==> src/rtl/spi_reg_pkg.sv <==
// Shared constants for the SPI register engine: FSM encodings and command-byte layout.
package spi_reg_pkg;

  localparam int CMD_W    = 8;
  localparam int RW_BIT   = 7;
  localparam int ADDR_MSB = 6;

  localparam logic [1:0] ST_IDLE = 2'd0;
  localparam logic [1:0] ST_CMD  = 2'd1;
  localparam logic [1:0] ST_DATA = 2'd2;
  localparam logic [1:0] ST_DONE = 2'd3;

  // An address is decodable only if every bit above the decoded width is zero.
  function automatic logic addr_legal(input logic [ADDR_MSB:0] addr, input int addr_w);
    return (addr >> addr_w) == '0;
  endfunction

endpackage

==> src/rtl/spi_edge_det.sv <==
// Registers the synchronized SCLK and chip select and flags their edges.
// Edge pulses are combinational against the registered copy; state holds while ena is low.
module spi_edge_det (
  input  logic clk,
  input  logic rst,
  input  logic ena,
  input  logic spi_clk,
  input  logic spi_cs_n,
  output logic sclk_rise,
  output logic sclk_fall,
  output logic cs_fall,
  output logic cs_rise
);

  logic clk_q;
  logic cs_q;

  always_ff @(posedge clk or posedge rst) begin
    if (rst) begin
      clk_q <= 1'b0;
      cs_q  <= 1'b1;
    end else if (ena) begin
      clk_q <= spi_clk;
      cs_q  <= spi_cs_n;
    end
  end

  assign sclk_rise = spi_clk & ~clk_q;
  assign sclk_fall = ~spi_clk & clk_q;
  assign cs_fall   = ~spi_cs_n & cs_q;
  assign cs_rise   = spi_cs_n & ~cs_q;

endmodule

==> src/rtl/spi_reg_engine.sv <==
// SPI mode-0 target: 8-bit command + WIDTH-bit data frames onto a config/status register map.
// Read data is snapshotted at command decode; writes commit one clk after the last data rise.
module spi_reg_engine
  import spi_reg_pkg::*;
#(
  parameter int NUM_REGS = 8,
  parameter int WIDTH    = 8,
  parameter int ADDR_W   = $clog2(2 * NUM_REGS)
) (
  input  logic                      clk,
  input  logic                      rst,
  input  logic                      ena,
  input  logic                      spi_cs_n,
  input  logic                      spi_clk,
  input  logic                      spi_mosi,
  output logic                      spi_miso,
  output logic [NUM_REGS*WIDTH-1:0] config_regs,
  input  logic [NUM_REGS*WIDTH-1:0] status_regs,
  output logic                      wr_strobe,
  output logic [ADDR_W-1:0]         wr_addr
);

  localparam int CNT_W = $clog2(WIDTH) + 1;

  logic              sclk_rise;
  logic              sclk_fall;
  logic              cs_fall;
  logic              cs_rise_unused;

  logic [1:0]        state;
  logic [CNT_W-1:0]  bit_cnt;
  logic [WIDTH-2:0]  rx_sr;
  logic [WIDTH-1:0]  tx_sr;
  logic [ADDR_MSB:0] addr_q;
  logic              rw_q;
  logic              ok_q;
  logic [WIDTH-1:0]  cfg [NUM_REGS];

  logic [WIDTH-1:0]  shift_word;
  logic [CMD_W-1:0]  cmd_word;
  logic [ADDR_MSB:0] cmd_addr;
  logic              cmd_ok;
  logic [WIDTH-1:0]  rd_data;
  logic              wr_hit;

  spi_edge_det u_edge_det (
    .clk       (clk),
    .rst       (rst),
    .ena       (ena),
    .spi_clk   (spi_clk),
    .spi_cs_n  (spi_cs_n),
    .sclk_rise (sclk_rise),
    .sclk_fall (sclk_fall),
    .cs_fall   (cs_fall),
    .cs_rise   (cs_rise_unused)
  );

  for (genvar i = 0; i < NUM_REGS; i++) begin : g_cfg_out
    assign config_regs[i*WIDTH +: WIDTH] = cfg[i];
  end

  // The bit being sampled this cycle completes the word in flight.
  assign shift_word = {rx_sr, spi_mosi};
  assign cmd_word   = shift_word[CMD_W-1:0];
  assign cmd_addr   = cmd_word[ADDR_MSB:0];
  assign cmd_ok     = addr_legal(cmd_addr, ADDR_W);
  assign wr_hit     = rw_q && ok_q && (addr_q < 7'(NUM_REGS));

  always_comb begin
    rd_data = '0;
    for (int i = 0; i < NUM_REGS; i++) begin
      if (cmd_addr == 7'(i))
        rd_data = cfg[i];
      if (cmd_addr == 7'(NUM_REGS + i))
        rd_data = status_regs[i*WIDTH +: WIDTH];
    end
  end

  always_ff @(posedge clk or posedge rst) begin
    if (rst) begin
      state     <= ST_IDLE;
      bit_cnt   <= '0;
      rx_sr     <= '0;
      tx_sr     <= '0;
      addr_q    <= '0;
      rw_q      <= 1'b0;
      ok_q      <= 1'b0;
      spi_miso  <= 1'b0;
      wr_strobe <= 1'b0;
      wr_addr   <= '0;
      for (int i = 0; i < NUM_REGS; i++)
        cfg[i] <= '0;
    end else if (ena) begin
      wr_strobe <= 1'b0;
      // Deselect wins over everything; SCLK edges in a deselected cycle never count.
      if (spi_cs_n) begin
        state    <= ST_IDLE;
        spi_miso <= 1'b0;
      end else begin
        case (state)
          ST_IDLE: begin
            if (cs_fall) begin
              state   <= ST_CMD;
              bit_cnt <= '0;
            end
          end

          ST_CMD: begin
            if (sclk_rise) begin
              rx_sr <= shift_word[WIDTH-2:0];
              if (bit_cnt == CNT_W'(CMD_W - 1)) begin
                addr_q  <= cmd_addr;
                rw_q    <= cmd_word[RW_BIT];
                ok_q    <= cmd_ok;
                tx_sr   <= cmd_ok ? rd_data : '0;
                bit_cnt <= '0;
                state   <= ST_DATA;
              end else begin
                bit_cnt <= bit_cnt + 1'b1;
              end
            end
          end

          ST_DATA: begin
            if (sclk_rise) begin
              rx_sr <= shift_word[WIDTH-2:0];
              if (bit_cnt == CNT_W'(WIDTH - 1)) begin
                if (wr_hit) begin
                  for (int i = 0; i < NUM_REGS; i++)
                    if (addr_q == 7'(i))
                      cfg[i] <= shift_word;
                  wr_strobe <= 1'b1;
                  wr_addr   <= addr_q[ADDR_W-1:0];
                end
                spi_miso <= 1'b0;
                state    <= ST_DONE;
              end else begin
                bit_cnt <= bit_cnt + 1'b1;
              end
            end else if (sclk_fall) begin
              spi_miso <= tx_sr[WIDTH-1];
              tx_sr    <= {tx_sr[WIDTH-2:0], 1'b0};
            end
          end

          default: begin
            spi_miso <= 1'b0;
          end
        endcase
      end
    end
  end

endmodule
==> config.mk <==
export PLATFORM = sky130hd
export DESIGN_NAME = spi_reg_engine
export DESIGN_NICKNAME = d
export VERILOG_FILES = /design/src/rtl/spi_reg_pkg.sv /design/src/rtl/spi_edge_det.sv /design/src/rtl/spi_reg_engine.sv
export SDC_FILE = /design/constraint.sdc
export NUM_CORES = 1
export LEC_CHECK = 0
export BUFFER_PORTS_ARGS = -buffer_cell sky130_fd_sc_hd__buf_2
export CAP_MARGIN = 20
export CORE_MARGIN = 10
export CORE_UTILIZATION = 25
export DETAILED_ROUTE_END_ITERATION = 7
export PLACE_DENSITY = 0.42
export SLEW_MARGIN = 20
export SYNTH_ARGS = -nofsm -noshare
export SYNTH_HDL_FRONTEND = slang
export SYNTH_SLANG_ARGS = --single-unit
==> constraint.sdc <==
create_clock -name clk -period 7.2 [get_ports clk]
set_input_delay 0.72 -clock clk [delete_from_list [all_inputs] [get_ports clk]]
set_output_delay 0.72 -clock clk [all_outputs]
set_load 0.05 [all_outputs]
======== After elaboration in Yosys (flattened, before gate mapping) ========
Cells that the tools add are included.
storage, ports and cells
  bits in registers ....................... 102
  latch bits .............................. 0
  RAM bits ................................ 0
  memory bits (read-only) ................. 0
  input bits .............................. 70
  output and inout bits ................... 70
  memories ................................ 0
cells by class
  $add $sub $neg .......................... 1
  multiply operators ...................... 0
  div/mod/pow operators ................... 0
  order comparisons ....................... 1
  equal/unequal tests ..................... 40
  shifts and indexed selects .............. 0
  multiplexer cells ....................... 45
  bitwise logic cells ..................... 6
  reduce and logical (&&, ||, !) cells .... 26
operators with widths
  cell                   number
  $mux W8                21
  $reduce_and A7 Y1      11
  $eq A7 B3 Y1 const B   8
  $eq A7 B4 Y1 const B   8
  $eq A7 B2 Y1 const B   4
  $logic_not A7 Y1       3
  $mux W4                5
  $pmux W8 S2            1
  $ne A3 B3 Y1 const B   5
  $eq A7 B1 Y1 const B   2
  $ne A2 B2 Y1 const B   7
  $mux W2                6
  $pmux W4 S3            1
  $mux W1                9
  $ne A4 B4 Y1 const B   2
  $reduce_and A4 Y1      2
  $lt A7 B4 Y1 const B   1
  $pmux W2 S3            1
  $reduce_and A6 Y1      1
  $reduce_and A5 Y1      1
  $add A4 B1 Y4 const B  1
  $eq A4 B3 Y1 const B   1
  $reduce_bool A4 Y1     1
  $reduce_or A2 Y1       2
  other kinds (10)       15

======== Logic depth before layout (Yosys ltp) ========
Gate-level depths: netlist of run 1.
  depth in word-level cells ............... 21
  gate-level depth with buffers ........... 10

======== Cells and area by module ========
From an unflattened synthesis of run 1, not the netlist that was laid out.
unflattened totals
  cell total of the unflattened synthesis .. 549
  area total of the unflattened synthesis .. 5715.5 um^2
by module, submodules not included
  module          instances  cells each  area an instance (um^2)
  spi_reg_engine  1          540         5605.4
  spi_edge_det    1          9           110.1

======== Least setup slack after synthesis of run 1 ========
OpenSTA, ideal clock, no wires.
  path type ............................... in2reg
  from .................................... in spi_clk
  to ...................................... reg cfg, in the netlist config_regs[33]
  library setup time ...................... 0.125 ns
  arrival ................................. 2.303 ns
  required time ........................... 7.075 ns
  setup slack ............................. 4.772 ns
  stages .................................. 7
  path buffers ............................ 1
  cells stage by stage .................... nor2b_1 -> nand2_1 -> nor4_4 -> nand2b_1 -> buf_2 -> nor3b_4 -> mux2_2
between the ends
  cells in the longest elaborated chain, start to end .. 2
ends and longest elaborated chain
  item                                RTL line               text
  from (decl)                         spi_reg_engine.sv:14   input logic spi_clk,
  $and A1 B1 Y1                       spi_edge_det.sv:28     assign sclk_rise = spi_clk & ~clk_q;
  $reduce_and A7 Y1 (no source line)  n/a
  to (signal, indexed assignment)     spi_reg_engine.sv:131  cfg[i] <= shift_word;
  to (decl)                           spi_reg_engine.sv:37   logic [WIDTH-1:0] cfg [NUM_REGS];
Every way passes these cells.
A chain may end at the register's enable or synchronous reset.

======== Worst setup path after layout of run 1 ========
  from .................................... reg state[0]
  to ...................................... reg cfg, in the netlist config_regs[9]
between the ends
  cells in the longest elaborated chain, start to end .. 2
ends and longest elaborated chain
  item                                RTL line               text
  from (decl)                         spi_reg_engine.sv:30   logic [1:0] state;
  from (signal assigned)              spi_reg_engine.sv:81   state <= ST_IDLE;
  from (signal assigned)              spi_reg_engine.sv:97   state <= ST_IDLE;
  from (signal assigned)              spi_reg_engine.sv:103  state <= ST_CMD;
  $eq A2 B2 Y1                        spi_reg_engine.sv:100  case (state)
  $reduce_and A7 Y1 (no source line)  n/a
Every way passes these cells.

==> results.cfg, run 1 <==
[outcome]
status = completed

[critical_path]
critical_path_class = flip-flop to flip-flop
ff2ff_setup_slack_ns = 3.87
worstPathCellList = inv_1 > ha_1 > nor4b_2 > nand2_2 > nor4_4 > nand2b_1 > nor3b_4 > mux2_2
r2r_cells = 8
r2r-end = config_regs[9]
endpoint_kind = flip-flop
max_stage_delay_ns = 0.57
crit_arrival_ns = 3.58
cp_data_required_time_ns = 7.45
worstReg2RegStart = state[0]
worstSetupStartpoint = state[0]
cp_slowest_cell = ha_1
path_max_fanout = 19
cp-start-kind = flip-flop

[cts]
cts.reportedPaths.clkPinSlew_ns = 0.08
cts_resized = 0
cts_root_buf = clkbuf_16
clock_latency_ns = 0.37
cts_setup_buffers = 0
cts_tree = built
cts.path.max_buffers = 2
h-tree-depth = 3
cts_hold_buf = 0
cts.sinks = 102
tritoncts.num_buffers = 9

[synthesis]
synth_top_area_share_pct = 43.9
syn_area_sq_mm = 0.00576
yosysSeqAreaShare_pct = 44.3
synth_edf_count = 0
synth_seq_cells = 102
avgSynthCellArea_sq_um = 10.7
synth.area.top_cells = dfrtp_1, mux2_2, o21ai_0, mux2i_1, nand2_1
syn_nets = 614
yosys_warnings = 0
yosys_most_used_dff = dfrtp_1
yosysTopAreaCell = dfrtp_1
syn_inst = 539
synthArstFlopShare_pct = 100
yosysUniqueCellTypes = 62

[sta]
max_clock_freq_mhz = 301
slew_violations = 0
tightest_slew_ns = 0.897
grt_setup_unrepaired = no
final-setup-viol-count = 0
slew_headroom_pct = 39.7
timing.final.ws_setup_ns = 3.87
fin_crit_sh_pct = 46.2
period_minus_slack_ns = 3.33
final_hold_viol_count = 0
skew_ns = 0.0112
tns_ns = 0

[global_routing]
grt_pass1_vias = 5184
antenna_found_initial = 0
overflow = 0
grt_start_max_net_pins = 56
grtUsageTotal_pct = 15.1
grt_pass1_wl_um = 33300

[finish]
nNetsFinal = 731
most-common-layout-cells = buf_2, dfrtp_1, mux2_2
final_common_cell = buf_2
fin_cells = 946
utilization_pct = 31.2
drive_above_1_share_pct = 41.1
synthToLayoutAreaGrowth_pct = 22.5
antenna_cells = 0

[routing]
first_iter_violations = 249
vias_per_cell = 5.12
wl_per_cell_um = 23.5
via_count = 4839
drt_pass1_iterations = 5
routed_wl_um = 22200
drc = 0
detail-route-antenna-nets = 0

[floorplanning]
core_sq_mm = 0.0226
dieWidth_um = 172
num_rows = 55
ios = 140
initial_core_util_pct = 25.4
die-height_um = 172
die-area_sq_mm = 0.0295

[pwr]
powerDensity_mw_per_mm2 = 259
p_leak_uw = 0.00334
ir_worst_vdd_mv = 0.114
power_uw = 1830

[worst_hold_path]
hp-class = input pin to async pin

[flow_run]
cap_violations = 0

[place]
gp_congestion = 0.817
port_buffers = 139
dp_hpwl_um = 16800
dp_cells = 930
place_ws_ns = 3.54
power breakdown:
| part | total, uW | internal [uW] | switching, uW | leakage (uW) |
|---|---|---|---|---|
| logic | 604 | 223 | 381 | 0.00177 |
| registers | 660 | 594 | 65.9 | 0.00141 |
| clock network | 565 | 314 | 250 | 0.000163 |
flip-flops by register name, summed over array words and instances, names as in the netlist, 2 cells and up:
signal / count
bit_cnt: 4
wr_addr: 4
addr_q: 7
tx_sr: 8
config_regs: 64
state: 2
rx_sr: 7
cell type report:
class	count	area, sq um
clock inverter	7	115
inverter	10	40.0
multi-input combinational	386	3010
timing repair buffer	147	753
clock buffer	9	225
fill	2340	15600
tap	285	357
sequential	102	2550
cells in the mapped netlist, types with 3 or more instances:
master and number:
o221ai_1 4, o22ai_1 3, a21oi_1 26, a21o_1 7
nand2b_1 12, ha_1 5, buf_2 4, nand2_1 37
nor2b_1 12, buf_1 7, mux2_2 87, dfrtp_1 101
nor3_1 8, a22oi_1 3, a221oi_1 6, a211oi_1 8
a2bb2oi_1 3, a22o_1 4, o211ai_1 7, nor3b_1 5
o31ai_1 7, o21ai_0 47, nor2_1 21, a31oi_1 4
inv_1 8, clkbuf_1 28, nand3_1 9, nand3b_1 3
mux2i_1 15, mux4_2 6
worst max path at each step:
stage | to | slack [ns] | cells after the start
2_1_floorplan | addr_q[0] | 3.81 | 1
3_3_place_gp | tx_sr[1] | 3.49 | 8
3_5_place_dp | tx_sr[7] | 3.54 | 6
4_1_cts | config_regs[34] | 3.88 | 8
5_1_grt | config_regs[12] | 3.65 | 8
6_report | config_regs[9] | 3.87 | 8
worst max-delay path: cells and delay by family (launching register included):
kind,cells,cell delay [ns]
and+or+nand+nor,5,1.75
adders and majority gates,1,0.57
muxes,1,0.40
DFF,1,0.41
buffers and inverters,1,0.09
stage by stage:
stage	hold WS, ns	cell area (sq um)
final	0.461	7060
after global routing	0.509	7060
after CTS	0.480	7060
after detailed placement	0.464	6720
after global placement	0.462	6710
after floorplan	0.459	5760
logic make-up after synthesis:
logic type,share of synthesized area (%)
AO/OA/AOI/OAI,16.4
adder cells (fa/ha/maj),1.09
buffers and inverters,3.54
flip-flops,44.3
multiplexers,22.3
AND/OR/NAND/NOR,12.4
layer usage:
metal | global-route usage, % | share of wire (%) | up-vias
met3 | 4.08 | 5.7 | 18
met2 | 24.6 | 48 | 138
met5 | 0 | 0 | -
li1 | - | - | 2249
met4 | 3.45 | 1.4 | 0
met1 | 19.5 | 45 | 2434
No activity file was read; power rests on OpenSTA's default activity.
==> inputs of run 2 (changes only) <==
PLACE_DENSITY = 0.44   (was 0.42)
clock period = 2.9 ns   (was 7.2 ns; I/O delays follow)
==> run 2 against run 1 <==
Against the previous run: design area is 0.80% higher; global-route usage about the same; worst setup slack worse by 3.6 ns; register-to-register slack lost 3.6 ns; non-clock buffer count rose by 10; sequential power increased by 150%; largest power group unchanged; highest routed layer unchanged.
==> results.cfg, run 2 (same netlist as run 1, synthesis figures left out) <==
[pwr]
switching_share_pct = 38.7
powerDensity_mw_per_mm2 = 618
p_comb_share_pct = 36.5
power.share.sequential_pct = 37.2
power_frac_clock_pct = 26.3
ir_worst_vdd_mv = 0.323
power_uw = 4400
p_leak_uw = 0.00338
p_int_uw = 2700
switchingPower_uw = 1700

[routing]
wl_per_cell_um = 23.4
first_iter_violations = 335
vias_per_cell = 5.21
drt_pass1_iterations = 5
detail-route-antenna-nets = 0
drc = 0
via_count = 4980
routed_wl_um = 22400

[sta]
final_hold_viol_count = 0
fin_crit_sh_pct = 89.9
skew_ns = 0.0121
max_clock_freq_mhz = 384
period_minus_slack_ns = 2.61
grt_setup_unrepaired = no
hold_slack_ns = 0.0287
slew_violations = 0
final-setup-viol-count = 0
tightest_slew_ns = 0.773
slew_headroom_pct = 48.1
tns_ns = 0

[cts]
cts_root_buf = clkbuf_16
clock_latency_ns = 0.35
cts_setup_buffers = 0
cts_tree = built
cts.path.max_buffers = 2
cts.reportedPaths.clkPinSlew_ns = 0.07
tritoncts.num_buffers = 9
cts_resized = 0
h-tree-depth = 3
cts.sinks = 102
cts_hold_buf = 0

[critical_path]
worstReg2RegStart = bit_cnt[0]
r2r_cells = 7
critical_path_class = flip-flop to flip-flop
cp_data_required_time_ns = 3.14
worstSetupStartpoint = bit_cnt[0]
ff2ff_setup_slack_ns = 0.29
endpoint = config_regs[37]
cp-start-kind = flip-flop
r2r-end = config_regs[37]
path_max_fanout = 8
crit_arrival_ns = 2.85
endpoint_kind = flip-flop

[flow_run]
cap_violations = 0

[worst_hold_path]
hp-class = input pin to async pin

[global_routing]
grt_start_max_net_pins = 49
grt_pass1_wl_um = 33300
grt_pass1_vias = 5216
overflow = 0
grtUsageTotal_pct = 15.1
antenna_found_initial = 0

[finish]
most-common-layout-cells = buf_2, dfrtp_1, mux2_2
largest_reg_flops = 64
final_common_cell = buf_2
antenna_cells = 0
design_area_sq_mm = 0.00711
drive_above_1_share_pct = 41.6
nNetsFinal = 741
synthToLayoutAreaGrowth_pct = 23.4

[floorplanning]
die-height_um = 172
dieWidth_um = 172
ios = 140
initial_core_util_pct = 25.4
die-area_sq_mm = 0.0295
num_rows = 55
core_sq_mm = 0.0226

[place]
port_buffers = 139
dp_hpwl_um = 17000
gp_congestion = 0.864
place_area_sq_mm = 0.00684

[outcome]
status = completed
## run 2: metal layers
metal	up-vias	GRT usage (%)	share of wire [%]
met2	178	24.3	47
met4	0	3.49	1.3
met1	2525	20.0	45
met3	16	3.48	6.0
li1	2261	-	-
met5	-	0	0
## run 2: power by group through the flow
stage | sequential (uW) | combinational [uW] | clock (uW)
finish | 1640 | 1610 | 1160
global route | 1650 | 1740 | 1240
CTS | 1630 | 1600 | 1190
detailed placement | 1660 | 1600 | 0
global placement | 1650 | 1600 | 0
floorplan | 1540 | 1120 | 0
## run 2: critical path: stages (launching register included)
cell      delay [ns]
dfrtp_1         0.39
ha_1            0.21
and3b_1         0.20
nand2_1         0.14
nor4_4          0.39
nand2b_1        0.30
nor3b_4         0.49
mux2_2          0.39
## run 2: worst min path at each step
| stage | start | to | cells after the start |
|---|---|---|---|
| floorplan | spi_cs_n | spi_miso | 1 |
| global placement | rst | bit_cnt[2] | 2 |
| detailed placement | rst | bit_cnt[2] | 2 |
| CTS | rst | bit_cnt[2] | 2 |
| global route | rst | bit_cnt[2] | 2 |
| finish | rst | bit_cnt[2] | 2 |
## run 2: area by class of cell
| class | instances | area (sq um) |
|---|---|---|
| multi-input cells | 386 | 3010 |
| well taps | 285 | 357 |
| repair buffers | 157 | 881 |
| clock inverters | 4 | 31.3 |
| inverters | 10 | 41.3 |
| fillers | 2346 | 15500 |
| clock buffers | 12 | 236 |
| flip-flops and latches | 102 | 2550 |
## run 2: per-stage QoR
stage               util (%)  std cells  setup WS (ns)
floorplan                  -        539          0.499
global placement        30.2        940          0.264
detailed placement      30.2        940          0.260
CTS                     31.4        956          0.254
global route            31.4        956         0.0930
finish                  31.4        956          0.294
==> inputs of run 3 (changes only) <==
ABC_AREA = 1   (was not set)
MAX_ROUTING_LAYER = met4   (was not set)
==> run 3 against run 2 <==
Against the previous run: the run now ends with hold timing left; non-clock buffer count grew 3; clock-buffer cell count is 1 lower; synthesized cell count up 30%; hold slack got worse by 0.039 ns; final cell count is 19% higher; fmax grew 4.2%; highest routed layer unchanged; sequential power is essentially flat; clock skew fell by 0.0018 ns; die area down 5.9%; power fell by 2.5%; register-to-register slack better by 0.10 ns.
==> results.cfg, run 3 <==
[finish]
final_common_cell = nand2_1
nNetsFinal = 929
synthToLayoutAreaGrowth_pct = 27.3
drive_above_1_share_pct = 24.0
antenna_cells = 0
largest_reg_flops = 64
utilization_pct = 32.5
fin_cells = 1134
design_area_sq_mm = 0.00685
most-common-layout-cells = nand2_1, buf_2, dfrtp_1

[routing]
first_iter_violations = 366
wl_per_cell_um = 19.0
via_count = 5222
vias_per_cell = 4.60
drt_pass1_iterations = 5
routed_wl_um = 21600
detail-route-antenna-nets = 0
drc = 0

[floorplanning]
dieWidth_um = 167
num_rows = 53
initial_core_util_pct = 25.5
die-height_um = 167
core_sq_mm = 0.0211
die-area_sq_mm = 0.0278
ios = 140

[pwr]
power_frac_clock_pct = 31.2
switching_share_pct = 37.0
p_leak_uw = 0.00355
power.share.sequential_pct = 38.0
switchingPower_uw = 1590
powerDensity_mw_per_mm2 = 626
ir_worst_vdd_mv = 0.276
p_int_uw = 2700
power_uw = 4290
p_comb_share_pct = 30.8

[cts]
cts_tree = built
cts.path.max_buffers = 2
cts.reportedPaths.clkPinSlew_ns = 0.08
cts_root_buf = clkbuf_16
cts.sinks = 102
clock_latency_ns = 0.36
cts_resized = 0
h-tree-depth = 3
cts_hold_buf = 0
tritoncts.num_buffers = 9
cts_setup_buffers = 0

[synthesis]
syn_nets = 774
synth.most_common_cell = nand2_1
syn_inst = 699
netlist_top_cells_count = nand2_1, dfrtp_1, inv_1
yosys_most_used_dff = dfrtp_1
synth_top_area_share_pct = 47.0
yosysSeqAreaShare_pct = 47.5
synth.area.top_cells = dfrtp_1, nand2_1, o21ai_0, inv_1, nand3_1
yosys_warnings = 0
synth_seq_cells = 102
yosysTopAreaCell = dfrtp_1
yosysUniqueCellTypes = 36
synth_edf_count = 0
synthArstFlopShare_pct = 100
avgSynthCellArea_sq_um = 7.70
syn_area_sq_mm = 0.00538

[place]
port_buffers = 139
place_area_sq_mm = 0.00654
dp_hpwl_um = 17100
gp_congestion = 0.928
dp_cells = 1118

[critical_path]
r2r_cells = 15
r2r-end = tx_sr[7]
path_max_fanout = 10
cp_data_required_time_ns = 3.18
crit_arrival_ns = 2.78
worstReg2RegStart = rx_sr[1]
ff2ff_setup_slack_ns = 0.40
critical_path_class = flip-flop to flip-flop
cp-start-kind = flip-flop
endpoint_kind = flip-flop

[worst_hold_path]
hp-class = input pin to async pin

[outcome]
status = finished with violations
violations = hold timing

[global_routing]
antenna_found_initial = 0
grtUsageTotal_pct = 15.8
overflow = 0
grt_start_max_net_pins = 40
grt_pass1_wl_um = 33200
grt_pass1_vias = 5350

[sta]
skew_ns = 0.0103
hold_slack_ns = -0.0104
slew_violations = 0
final_hold_viol_count = 22
tightest_slew_ns = 0.651
fin_crit_sh_pct = 86.3
period_minus_slack_ns = 2.50
slew_headroom_pct = 56.2
grt_setup_unrepaired = no
max_clock_freq_mhz = 400
tns_ns = 0
final-setup-viol-count = 0

[flow_run]
cap_violations = 0
-- run 3: cell count changes in the layout (fill, tap and decap cells not counted), moves of 7 or more --
cell	delta
a211oi_1	-8
a21o_1	-7
a21oi_1	+15
inv_1	+73
mux2_2	-87
nand2_1	+159
nand2b_1	-12
nand3_1	+35
nand4_1	+19
nor2_1	+34
nor2b_1	-12
o21ai_0	+31
o31ai_1	-7
-- run 3: power groups by stage --
stage | combinational [uW] | sequential, uW | clock (uW)
floorplan | 839 | 1630 | 0
global placement | 1330 | 1660 | 0
detailed placement | 1330 | 1660 | 0
CTS | 1330 | 1630 | 1360
global route | 1500 | 1640 | 1410
finish | 1320 | 1630 | 1340
-- run 3: kinds of logic after synthesis --
family                   share of synthesized area [%]
multiplexers                                      2.79
flip-flops                                        47.5
AO/OA/AOI/OAI                                     12.4
adder cells (fa/ha/maj)                           1.16
AND/OR/NAND/NOR                                   28.6
buffers and inverters                             7.58
-- run 3: how the worst max path moves through the flow --
stage	start	endpoint	slack [ns]
2_1_floorplan	bit_cnt[0]	config_regs[32]	0.93
3_3_place_gp	rx_sr[3]	tx_sr[7]	0.47
3_5_place_dp	rx_sr[1]	tx_sr[7]	0.46
4_1_cts	rx_sr[1]	tx_sr[7]	0.44
5_1_grt	rx_sr[3]	tx_sr[3]	0.17
6_report	rx_sr[1]	tx_sr[7]	0.40
-- run 3: per-layer routing --
layer | routed length, um | global-route usage (%) | up-vias | share of wire [%]
met5 | 0 | - | - | 0
met4 | 411 | 4.89 | 0 | 1.9
met3 | 723 | 1.74 | 25 | 3.4
met2 | 9950 | 24.2 | 158 | 46
met1 | 10500 | 21.3 | 2452 | 49
li1 | - | - | 2587 | -
-- run 3: layout make-up --
cell class / count / area, sq um
well taps: 275 / 344
multi-input cells: 493 / 2420
clock buffers: 11 / 233
repair buffers: 160 / 878
inverters: 88 / 339
flip-flops and latches: 102 / 2550
fillers: 2342 / 14200
clock inverters: 5 / 81.3
-- run 3: worst max-delay path: stages, from the launching register on --
cell	delay, ns
dfrtp_1	0.47
inv_2	0.22
nand2_1	0.16
nor2_1	0.45
nand3_1	0.13
nand2_1	0.12
nor2_1	0.05
nand4_1	0.09
nand2_1	0.15
nand4_1	0.12
nand2_1	0.09
nand3_1	0.10
nand2_1	0.06
nand2_1	0.06
nand2_1	0.05
a21oi_1	0.11
-- run 3: per-stage QoR --
stage	hold WS (ns)	setup WS, ns
4_1_cts	0.00873	0.437
3_5_place_dp	0.383	0.458
3_3_place_gp	0.383	0.473
2_1_floorplan	0.411	0.932
5_1_grt	0.0315	0.167
6_report	-0.0104	0.399
